## src/rtl/lc3_ctrl_pkg.sv

```systemverilog
// Shared opcode constants, memory FSM state encoding and instruction-class helpers
// for the LC3 pipeline controller.
package lc3_ctrl_pkg;

    localparam logic [3:0] OpBr  = 4'b0000;
    localparam logic [3:0] OpAdd = 4'b0001;
    localparam logic [3:0] OpLd  = 4'b0010;
    localparam logic [3:0] OpSt  = 4'b0011;
    localparam logic [3:0] OpAnd = 4'b0101;
    localparam logic [3:0] OpLdr = 4'b0110;
    localparam logic [3:0] OpStr = 4'b0111;
    localparam logic [3:0] OpNot = 4'b1001;
    localparam logic [3:0] OpLdi = 4'b1010;
    localparam logic [3:0] OpSti = 4'b1011;
    localparam logic [3:0] OpJmp = 4'b1100;
    localparam logic [3:0] OpLea = 4'b1110;

    typedef enum logic [1:0] {
        MemRead  = 2'd0,
        MemInd   = 2'd1,
        MemWrite = 2'd2,
        MemIdle  = 2'd3
    } mem_state_e;

    function automatic logic is_alu(input logic [3:0] op);
        return (op == OpAdd) || (op == OpAnd) || (op == OpNot) || (op == OpLea);
    endfunction

    function automatic logic is_load(input logic [3:0] op);
        return (op == OpLd) || (op == OpLdr) || (op == OpLdi);
    endfunction

    function automatic logic is_store(input logic [3:0] op);
        return (op == OpSt) || (op == OpStr) || (op == OpSti);
    endfunction

    function automatic logic is_ctrl(input logic [3:0] op);
        return (op == OpBr) || (op == OpJmp);
    endfunction

    function automatic logic src1_used(input logic [3:0] op);
        return (op == OpAdd) || (op == OpAnd) || (op == OpNot) ||
               (op == OpLdr) || (op == OpStr) || (op == OpJmp);
    endfunction

    // Only register-register ADD/AND read SR2; bit 5 selects the immediate form.
    function automatic logic src2_used(input logic [3:0] op, input logic imm_sel);
        return ((op == OpAdd) || (op == OpAnd)) && !imm_sel;
    endfunction

endpackage

```

## src/rtl/lc3_mem_fsm.sv

```systemverilog
// Data-memory access sequencer: tracks READ / IND / WRITE / IDLE and flags the
// cycle in which a load result is written back.
module lc3_mem_fsm
    import lc3_ctrl_pkg::*;
(
    input  logic       clk_i,
    input  logic       rst_i,
    input  logic       start_i,
    input  logic [3:0] op_i,
    input  logic       complete_data_i,
    output logic [1:0] state_o,
    output logic       wb_pulse_o
);

    mem_state_e state_q, state_d;

    always_ff @(posedge clk_i) begin
        if (rst_i) begin
            state_q <= MemIdle;
        end else begin
            state_q <= state_d;
        end
    end

    always_comb begin
        state_d    = state_q;
        wb_pulse_o = 1'b0;
        unique case (state_q)
            MemIdle: begin
                if (start_i) begin
                    if ((op_i == OpLdi) || (op_i == OpSti)) begin
                        state_d = MemInd;
                    end else if (is_load(op_i)) begin
                        state_d = MemRead;
                    end else if (is_store(op_i)) begin
                        state_d = MemWrite;
                    end
                end
            end
            MemInd: begin
                if (complete_data_i) begin
                    state_d = (op_i == OpLdi) ? MemRead : MemWrite;
                end
            end
            MemRead: begin
                if (complete_data_i) begin
                    state_d    = MemIdle;
                    // Suppressed under reset so an aborted load never writes back.
                    wb_pulse_o = !rst_i;
                end
            end
            MemWrite: begin
                if (complete_data_i) begin
                    state_d = MemIdle;
                end
            end
            default: state_d = MemIdle;
        endcase
    end

    assign state_o = state_q;

endmodule

```

## src/rtl/lc3_pipe_ctrl.sv

```systemverilog
// LC3 pipeline controller: stage enables with reset fill ramp, branch stall counter,
// branch resolution and ALU/memory bypass selects.
module lc3_pipe_ctrl
    import lc3_ctrl_pkg::*;
#(
    parameter int unsigned BR_STALL = 3,
    parameter int unsigned ADDR_W   = 16
) (
    input  logic              clock,
    input  logic              reset,
    input  logic              complete_instr,
    input  logic              complete_data,
    input  logic [ADDR_W-1:0] IMem_dout,
    input  logic [ADDR_W-1:0] IR,
    input  logic [ADDR_W-1:0] IR_Exec,
    input  logic [2:0]        psr,
    output logic              enable_updatePC,
    output logic              enable_fetch,
    output logic              enable_decode,
    output logic              enable_execute,
    output logic              enable_writeback,
    output logic              bypass_alu_1,
    output logic              bypass_alu_2,
    output logic              bypass_mem_1,
    output logic              bypass_mem_2,
    output logic [1:0]        mem_state,
    output logic              br_taken
);

    localparam int unsigned CntW     = $clog2(BR_STALL + 1);
    localparam logic [2:0]  FillFull = 3'd4;

    logic [2:0]      fill_q, fill_d;
    logic [CntW-1:0] stall_q, stall_d;
    logic            br_taken_q, br_taken_d;
    logic [2:0]      mem_dr_q, mem_dr_d;
    logic            mem_valid_q, mem_valid_d;

    logic       mem_idle, wb_pulse, run, alu_ok, s1_used, s2_used;
    logic [1:0] mem_state_w;
    logic [3:0] op_fetch, op_dec, op_exec;
    logic [2:0] exec_dr;
    logic       unused_bits;

    assign op_fetch    = IMem_dout[15:12];
    assign op_dec      = IR[15:12];
    assign op_exec     = IR_Exec[15:12];
    assign exec_dr     = IR_Exec[11:9];
    assign unused_bits = ^{IMem_dout[11:0], IR[11:9], IR[4:3], IR_Exec[8:0]};

    lc3_mem_fsm u_mem_fsm (
        .clk_i           (clock),
        .rst_i           (reset),
        .start_i         (enable_execute),
        .op_i            (op_exec),
        .complete_data_i (complete_data),
        .state_o         (mem_state_w),
        .wb_pulse_o      (wb_pulse)
    );

    assign mem_state = mem_state_w;
    assign mem_idle  = (mem_state_w == MemIdle);
    assign run       = complete_instr && mem_idle;

    always_comb begin
        enable_updatePC  = run && (fill_q >= 3'd1) && (stall_q == '0);
        enable_fetch     = enable_updatePC;
        enable_decode    = run && (fill_q >= 3'd2);
        enable_execute   = run && (fill_q >= 3'd3);
        enable_writeback = mem_idle ? (fill_q >= FillFull) : wb_pulse;
    end

    always_comb begin
        s1_used      = src1_used(op_dec);
        s2_used      = src2_used(op_dec, IR[5]);
        alu_ok       = enable_execute && is_alu(op_exec);
        bypass_alu_1 = alu_ok && s1_used && (IR[8:6] == exec_dr);
        bypass_alu_2 = alu_ok && s2_used && (IR[2:0] == exec_dr);
        bypass_mem_1 = mem_valid_q && s1_used && (IR[8:6] == mem_dr_q) && !bypass_alu_1;
        bypass_mem_2 = mem_valid_q && s2_used && (IR[2:0] == mem_dr_q) && !bypass_alu_2;
    end

    always_comb begin
        fill_d = fill_q;
        if (complete_instr && (fill_q != FillFull)) begin
            fill_d = fill_q + 3'd1;
        end

        // Memory and instruction stalls both freeze the branch countdown.
        stall_d = stall_q;
        if (enable_fetch && is_ctrl(op_fetch)) begin
            stall_d = CntW'(BR_STALL);
        end else if ((stall_q != '0) && run) begin
            stall_d = stall_q - CntW'(1);
        end

        br_taken_d = enable_execute &&
                     ((op_exec == OpJmp) || ((op_exec == OpBr) && |(exec_dr & psr)));

        mem_dr_d    = mem_dr_q;
        mem_valid_d = mem_valid_q;
        if (wb_pulse) begin
            mem_dr_d    = exec_dr;
            mem_valid_d = 1'b1;
        end else if (mem_valid_q && enable_execute) begin
            mem_valid_d = 1'b0;
        end
    end

    always_ff @(posedge clock) begin
        if (reset) begin
            fill_q      <= '0;
            stall_q     <= '0;
            br_taken_q  <= 1'b0;
            mem_dr_q    <= '0;
            mem_valid_q <= 1'b0;
        end else begin
            fill_q      <= fill_d;
            stall_q     <= stall_d;
            br_taken_q  <= br_taken_d;
            mem_dr_q    <= mem_dr_d;
            mem_valid_q <= mem_valid_d;
        end
    end

    assign br_taken = br_taken_q;

endmodule

```

## config.mk

```make
export PLATFORM = sky130hd
export DESIGN_NAME = lc3_pipe_ctrl
export DESIGN_NICKNAME = d
export VERILOG_FILES = /design/src/rtl/lc3_ctrl_pkg.sv /design/src/rtl/lc3_mem_fsm.sv /design/src/rtl/lc3_pipe_ctrl.sv
export SDC_FILE = /design/constraint.sdc
export NUM_CORES = 1
export LEC_CHECK = 0
export CORE_MARGIN = 2
export CORE_UTILIZATION = 30
export DETAILED_ROUTE_END_ITERATION = 10
export GPL_TIMING_DRIVEN = 0
export PLACE_DENSITY = 0.69
export SETUP_SLACK_MARGIN = 0.02
export SLEW_MARGIN = 20
export SYNTH_ARGS = -nofsm -noshare
export SYNTH_HDL_FRONTEND = slang
export SYNTH_SLANG_ARGS = --single-unit
```

## constraint.sdc

```tcl
create_clock -name clock -period 3.2 [get_ports clock]
set_input_delay 0.64 -clock clock [delete_from_list [all_inputs] [get_ports clock]]
set_output_delay 0.64 -clock clock [all_outputs]
set_load 0.01 [all_outputs]
```

==> results of run 1 <==
[layout make-up]
cell class                 instances  area, um^2
tap                               31       38.79
fill                             274        1435
multi-input combinational         90       630.6
sequential                        12       240.2
inverter                           7       26.28
timing repair buffer              40       400.4
buffer                             2       11.26
clock buffer                       3       22.52
[registers in the layout (all words and copies together), names as in the netlist]
name,flops
br_taken,1
fill_q,3
stall_q,2
mem_valid_q,1
u_mem_fsm.state_o,2
mem_dr_q,3
[synth_stat cells (3+ instances only)]
| cell type | number | area [um^2] |
|---|---|---|
| o21ai_0 | 3 | 15.01 |
| nor2_1 | 13 | 48.80 |
| xor2_1 | 10 | 87.58 |
| nor3_1 | 5 | 25.02 |
| nand2b_1 | 5 | 31.28 |
| nor2b_1 | 3 | 18.77 |
| ha_1 | 5 | 62.56 |
| a21oi_1 | 4 | 20.02 |
| xnor2_1 | 4 | 35.03 |
| mux2i_1 | 4 | 40.04 |
| nor4_1 | 3 | 18.77 |
| inv_1 | 7 | 26.28 |
| nand3_1 | 4 | 20.02 |
| nand2_1 | 7 | 26.28 |
| dfxtp_1 | 12 | 240.2 |
[per-layer routing]
layer	GRT usage, %	wire, um
met5	0	0
met4	1.299	0
met3	4.615	118
met2	23.60	1167
met1	17.07	1008
[kinds of logic after synthesis]
family | count (synthesis)
flip-flops | 12
XOR/XNOR | 14
AO/OA/AOI/OAI | 17
adder cells (fa/ha/maj) | 5
multiplexers | 6
AND/OR/NAND/NOR | 48
buffers and inverters | 9
[repair_timing]
| action | in CTS | in global routing |
|---|---|---|
| pin swaps | 2 | 0 |
| endpoints found under the setup margin | 4 | 4 |
| resized for setup | 4 | 3 |
[power groups by stage]
stage	clock, W	combinational (W)	sequential, W
after floorplan	0	0.0000704	0.000168
after global placement	0	0.000138	0.000169
after detailed placement	0	0.000143	0.000170
after CTS	0.0000930	0.000144	0.000166
after global routing	0.0000982	0.000158	0.000168
final	0.0000930	0.000143	0.000167
[critical path, cell delays in order]
cell and delay, ns:
clkdlybuf4s50_1 0.44, or4b_4 0.56, nor4_1 0.18, and3_1 0.22, nor2_1 0.05, dlygate4sd2_1 0.28
[path summary, 6_finish.rpt]
path | startpoint | end | slack, ns | cells past startpoint
worst max-delay path | IR[13] | bypass_mem_2 | 0.19 | 6
worst min register to register | stall_q[0]$_SDFFE_PP0P_ | stall_q[0]$_SDFFE_PP0P_ | 0.49 | 1
worst max register to register | fill_q[1]$_SDFFE_PP0P_ | stall_q[1]$_SDFFE_PP0P_ | 1.42 | 6
worst min-delay path | stall_q[0]$_SDFFE_PP0P_ | stall_q[0]$_SDFFE_PP0P_ | 0.49 | 1
[through the flow]
| stage | cells | util (%) | hold slack (ns) |
|---|---|---|---|
| finish | 185 | 48.84 | 0.4927 |
| global placement | 182 | 47.55 | 0.4717 |
| global route | 185 | 48.84 | 0.5175 |
| CTS | 185 | 48.48 | 0.5049 |
| floorplan | 111 | - | 0.4626 |
| detailed placement | 182 | 47.55 | 0.4884 |
==> results_dict.tcl, run 1 <==
set metrics [dict create \
    area_growth_pct 53.15 \
    firstDrtPassIters 7 \
    crit_required_ns 2.56 \
    synth_adder_area_share_pct 6.993 \
    ys_ff_latch 12 \
    dpl_worst_slack_ns -0.1439 \
    grt_pass1_vias 872 \
    worst_pin_slew_ns 0.4219 \
    drt-vias-per-instance 4.978 \
    synth_flop_cell "dfxtp_1" \
    fmax_ghz 0.3328 \
    antenna_found_initial 0 \
    gp_congestion 0.7020 \
    fin_nets 216 \
    layout_commonest_cell "clkdlybuf4s50_1" \
    violations "DRC" \
    synth.area.mux_share_pct 6.993 \
    grt_pass1_wl_mm 3.705 \
    internal_power_w 0.0002851 \
    worstSetupEndpointType "output pin" \
    start_util_pct 31.89 \
    syn_area_um2 894.6 \
    synth-xor-area-share_pct 13.71 \
    vias 921 \
    cp-start-kind "primary input" \
    ant_nets 0 \
    cap_violations 0 \
    route.detailed.drc 1 \
    grt_overflow 0 \
    diodes 0 \
    drive_gt1_share_pct 6.494 \
    synth.yosys.seq_area_share_pct 26.85 \
    clkSinkCount 12 \
    cts-root-buf "clkbuf_4" \
    slew_viol_final 0 \
    design.die.area_um2 3435 \
    synthesis.nets 171 \
    power_frac_comb_pct 35.5 \
    fp-row-count 19 \
    switching_power_w 0.0001171 \
    stdcell_area_um2 1370 \
    hold_class "flip-flop to flip-flop" \
    avgRoutedWirePerCell_um 12.41 \
    outcome "complete, but fails checks" \
    worstSetupPathType "primary input to output pin" \
    finalSetupTns_ns 0 \
    htree_levels 1 \
    power_frac_seq_pct 41.4 \
    drt_iter0_drc 29 \
    layout_common_cells "37 x clkdlybuf4s50_1, 12 x nor2_1, 12 x dfxtp_1" \
    synth_top_family_by_area "simple AND/OR/NAND/NOR gates" \
    die_w_um 58.61 \
    cts_setup_buffers 0 \
    ir_drop_uv 192.1 \
    synthSimpleGateAreaFrac_pct 27.83 \
    leakagePower_nw 0.5452 \
    hold_viol 0 \
    ys_warn_count 0 \
    hpwl_mm 1.955 \
    p_total_w 0.0004022 \
    placed_area_um2 1334 \
    cts.reportedPaths.clkPinSlew_ns 0.07 \
    setup_ws_ns 0.1949 \
    clock_path_buffers 2 \
    rsz0062_at_grt "no" \
    synthArstFlopShare_pct 0 \
    synthDistinctLibCells 35 \
    cts_tree "yes" \
    switching_share_pct 29.11 \
    crit_path_max_fanout 3 \
    skew_ns 0.006249 \
    ctsHoldBuffers 0 \
    post-route-min-period_ns 3.005 \
    grt_util_all_layers_pct 13.63 \
    die_y_um 58.61 \
    synth_edf_count 0 \
    core-area_um2 2805 \
    grt_max_degree 11 \
    slew_headroom_pct 71.87 \
    p_clk_share_pct 23.1 \
    io_buffers 40 \
    syn_area_per_cell_um2 8.060 \
    min_period_over_period_pct 93.91 \
    postSynthCellCount 111 \
    ios 67 \
    setup_viol_count_final 0 \
    powerDensity_nw_per_um2 293.6 \
    wl_mm 2.295 \
    cp.arrival_ns 2.37 \
    cts-buffers-inserted 3 \
    synth_compound_area_share_pct 13.43 \
    clock_insertion_delay_worst_skew_ns 0.27 \
]
(Power assumes the default switching activity.)
==> run 2: changes to the inputs <==
- ABC_AREA: unset -> 1
- PLACE_DENSITY: 0.69 -> 0.67
==> run 2 against run 1 <==
- the flow now finishes without violations
- non-clock buffer count stayed put
- flip-flop and latch count did not move
- power rose by 14%
- wire length fell by 2.7%
- critical path depth up 2
- first-iteration DRC count decreased by 6.9%
- synthesized area increased by 9.9%
- final area increased by 6.7%
- clock-buffer cell count unchanged
- sequential share of layout area down 1.1 points
- largest cell class unchanged
- synthesized cell count grew 42%
==> results_dict.tcl, run 2 <==
set metrics [dict create \
    layout_commonest_cell "clkdlybuf4s50_1" \
    antenna_found_initial 0 \
    drt_iter0_drc 27 \
    avgRoutedWirePerCell_um 9.114 \
    design.die.area_um2 3752 \
    fmax_ghz 0.3360 \
    synth_flop_cell "dfxtp_1" \
    drive_gt1_share_pct 6.468 \
    path_cells "clkdlybuf4s50_1, nand3_2, clkinv_2, nand2_2, inv_2, nand2_4, nor3_2, clkdlybuf4s50_1" \
    ys_warn_count 0 \
    post-route-util_pct 47.48 \
    diodes 0 \
    reg_top3 "fill_q (3), mem_dr_q (3)" \
    powerDensity_nw_per_um2 313.6 \
    synthesis.nets 218 \
    min_period_over_period_pct 93.02 \
    synth_adder_area_share_pct 6.361 \
    clock_path_buffers 2 \
    synth_top_family_by_area "simple AND/OR/NAND/NOR gates" \
    syn_area_per_cell_um2 6.224 \
    post-route-min-period_ns 2.977 \
    firstDrtPassIters 4 \
    crit_family "buffers and inverters" \
    crit_path_max_fanout 3 \
    cts_setup_buffers 0 \
    worst_pin_slew_ns 0.3028 \
    crit_top_cell "clkdlybuf4s50_1" \
    synth.yosys.seq_area_share_pct 24.43 \
    crit_required_ns 2.56 \
    synthDistinctLibCells 25 \
    postSynthCellCount 158 \
    drt-vias-per-instance 4.367 \
    layout_common_cells "40 x clkdlybuf4s50_1, 36 x nand2_1, 28 x inv_1" \
    synth_most_common_cell "nand2_1" \
    outcome "finished clean" \
    slew_viol_final 0 \
    post_cts_resized 0 \
    ys_ff_latch 12 \
    slowest_stage "clkdlybuf4s50_1" \
    synth.largest_area_cell "dfxtp_1" \
    synth-xor-area-share_pct 8.906 \
    grt_util_all_layers_pct 13.10 \
    nFillCells 341 \
    die_y_um 61.26 \
    fp-row-count 20 \
    hpwl_mm 1.907 \
    grt_pass1_vias 883 \
    hold_viol 0 \
    io_buffers 40 \
    htree_levels 1 \
    placed_cells 242 \
    setup_viol_count_final 0 \
    synth_compound_area_share_pct 12.09 \
    clkSinkCount 12 \
    netlist_top_cells_area "dfxtp_1 24%, nand2_1 14%, inv_1 11%" \
    synth_edf_count 0 \
    slew_headroom_pct 79.72 \
    area_growth_pct 48.60 \
    synth.area.mux_share_pct 0 \
    cts-root-buf "clkbuf_4" \
    worstSetupEndpointType "output pin" \
    yosys-top-cells-count "36 x nand2_1, 28 x inv_1, 16 x nor2_1, 12 x dfxtp_1, 12 x o21ai_0" \
    hold_class "flip-flop to flip-flop" \
    cts.reportedPaths.clkPinSlew_ns 0.07 \
    ctsHoldBuffers 0 \
    cts_tree "yes" \
    synth_top_area_share_pct 24.43 \
    slowest_delay_ns 0.55 \
    die_w_um 61.26 \
    vias 1070 \
    start_util_pct 31.95 \
    synthArstFlopShare_pct 0 \
    crit_buf_inv 4 \
    final-seq-area_um2 240.2 \
    skew_ns 0.0007009 \
    multi_input_area_um2 616.8 \
    p_total_w 0.0004583 \
    gp_congestion 0.8152 \
    clock_insertion_delay_worst_skew_ns 0.27 \
    core-area_um2 3078 \
    syn_area_um2 983.4 \
    stdcell_count 245 \
    cp-start-kind "primary input" \
    hold_ws_ns 0.5041 \
    fin_nets 263 \
    grt_overflow 0 \
    route.detailed.drc 0 \
    leakagePower_nw 0.7066 \
    ir_drop_uv 155.1 \
    rsz0062_at_grt "no" \
    cp.arrival_ns 2.34 \
    ant_nets 0 \
    synthSimpleGateAreaFrac_pct 35.37 \
    cap_violations 0 \
    cts-buffers-inserted 3 \
    ios 67 \
    grt_max_degree 11 \
    grt_pass1_wl_mm 3.677 \
    wl_mm 2.233 \
    finalSetupTns_ns 0 \
    worstSetupPathType "primary input to output pin" \
]
run 2: changes by cell type after synthesis, sizes merged, moves of 5 or more:
cell	before	now
nand3	4	12
inv	7	29
nor2	13	18
nand2	7	38
xor2	10	4
o21ai	3	12
nand2b	5	0
run 2: through the flow:
step	setup WS [ns]	instance area, um^2
6_report	0.2234	1461
5_1_grt	0.09130	1461
4_1_cts	0.1995	1461
3_5_place_dp	0.2002	1439
3_3_place_gp	0.2025	1439
2_1_floorplan	1.291	983.4
run 2: per-layer routing:
metal	vias to the layer above	global-route usage [%]	part of all wire, %	routed length [um]
met3	4	1.261	2.7	61
met2	20	20.52	46	1023
met1	458	17.92	50	1115
met5	-	0	0	0
met4	0	6.522	1.5	33
li1	588	-	-	-
run 2: kinds of logic after synthesis:
group	count (synthesis)
AOI/OAI and AO/OA	23
DFF	12
and+or+nand+nor	76
buffers and inverters	32
xor gates and xnor gates	10
adders and majority gates	5
run 2: power by group:
group | switching, W | internal [W] | leakage [nW] | total (W)
clock | 0.0000474 | 0.0000435 | 0.0138 | 0.0000909
combinational | 0.0000934 | 0.000100 | 0.595 | 0.000194
sequential | 0.0000114 | 0.000162 | 0.0979 | 0.000174
run 2: worst paths after layout:
kind,startpoint,end,slack (ns),cells past startpoint
worst max-delay path,complete_instr,bypass_alu_1,0.22,8
worst min-delay path,mem_valid_q$_SDFFE_PP0P_,mem_valid_q$_SDFFE_PP0P_,0.50,2
worst max register to register,fill_q[0]$_SDFFE_PP0P_,u_mem_fsm.state_o[1]$_SDFFE_PP1P_,1.80,10
worst min register to register,mem_valid_q$_SDFFE_PP0P_,mem_valid_q$_SDFFE_PP0P_,0.50,2
run 2: area by class of cell:
class,instances,share of cell area (%)
clock buffers,3,1.541
plain buffers,2,0.8562
inverters,30,7.791
multi-input cells,114,42.21
repair buffers,40,27.40
flip-flops and latches,12,16.44
well taps,44,3.767
run 2: worst reg2reg max path: stages, from the launching register on:
cell     delay (ns)
dfxtp_1        0.37
ha_1           0.22
ha_1           0.17
inv_1          0.05
nand3_1        0.08
nand2_2        0.09
nand2_1        0.08
nand2_1        0.08
inv_1          0.05
nand2_1        0.05
nand3_1        0.05
==> run 3: changes to the inputs <==
- ABC_CLOCK_PERIOD_IN_PS: unset -> 3200
==> results of run 3 <==
No change in the layout: final DEF, timing and power equal those of run 2.
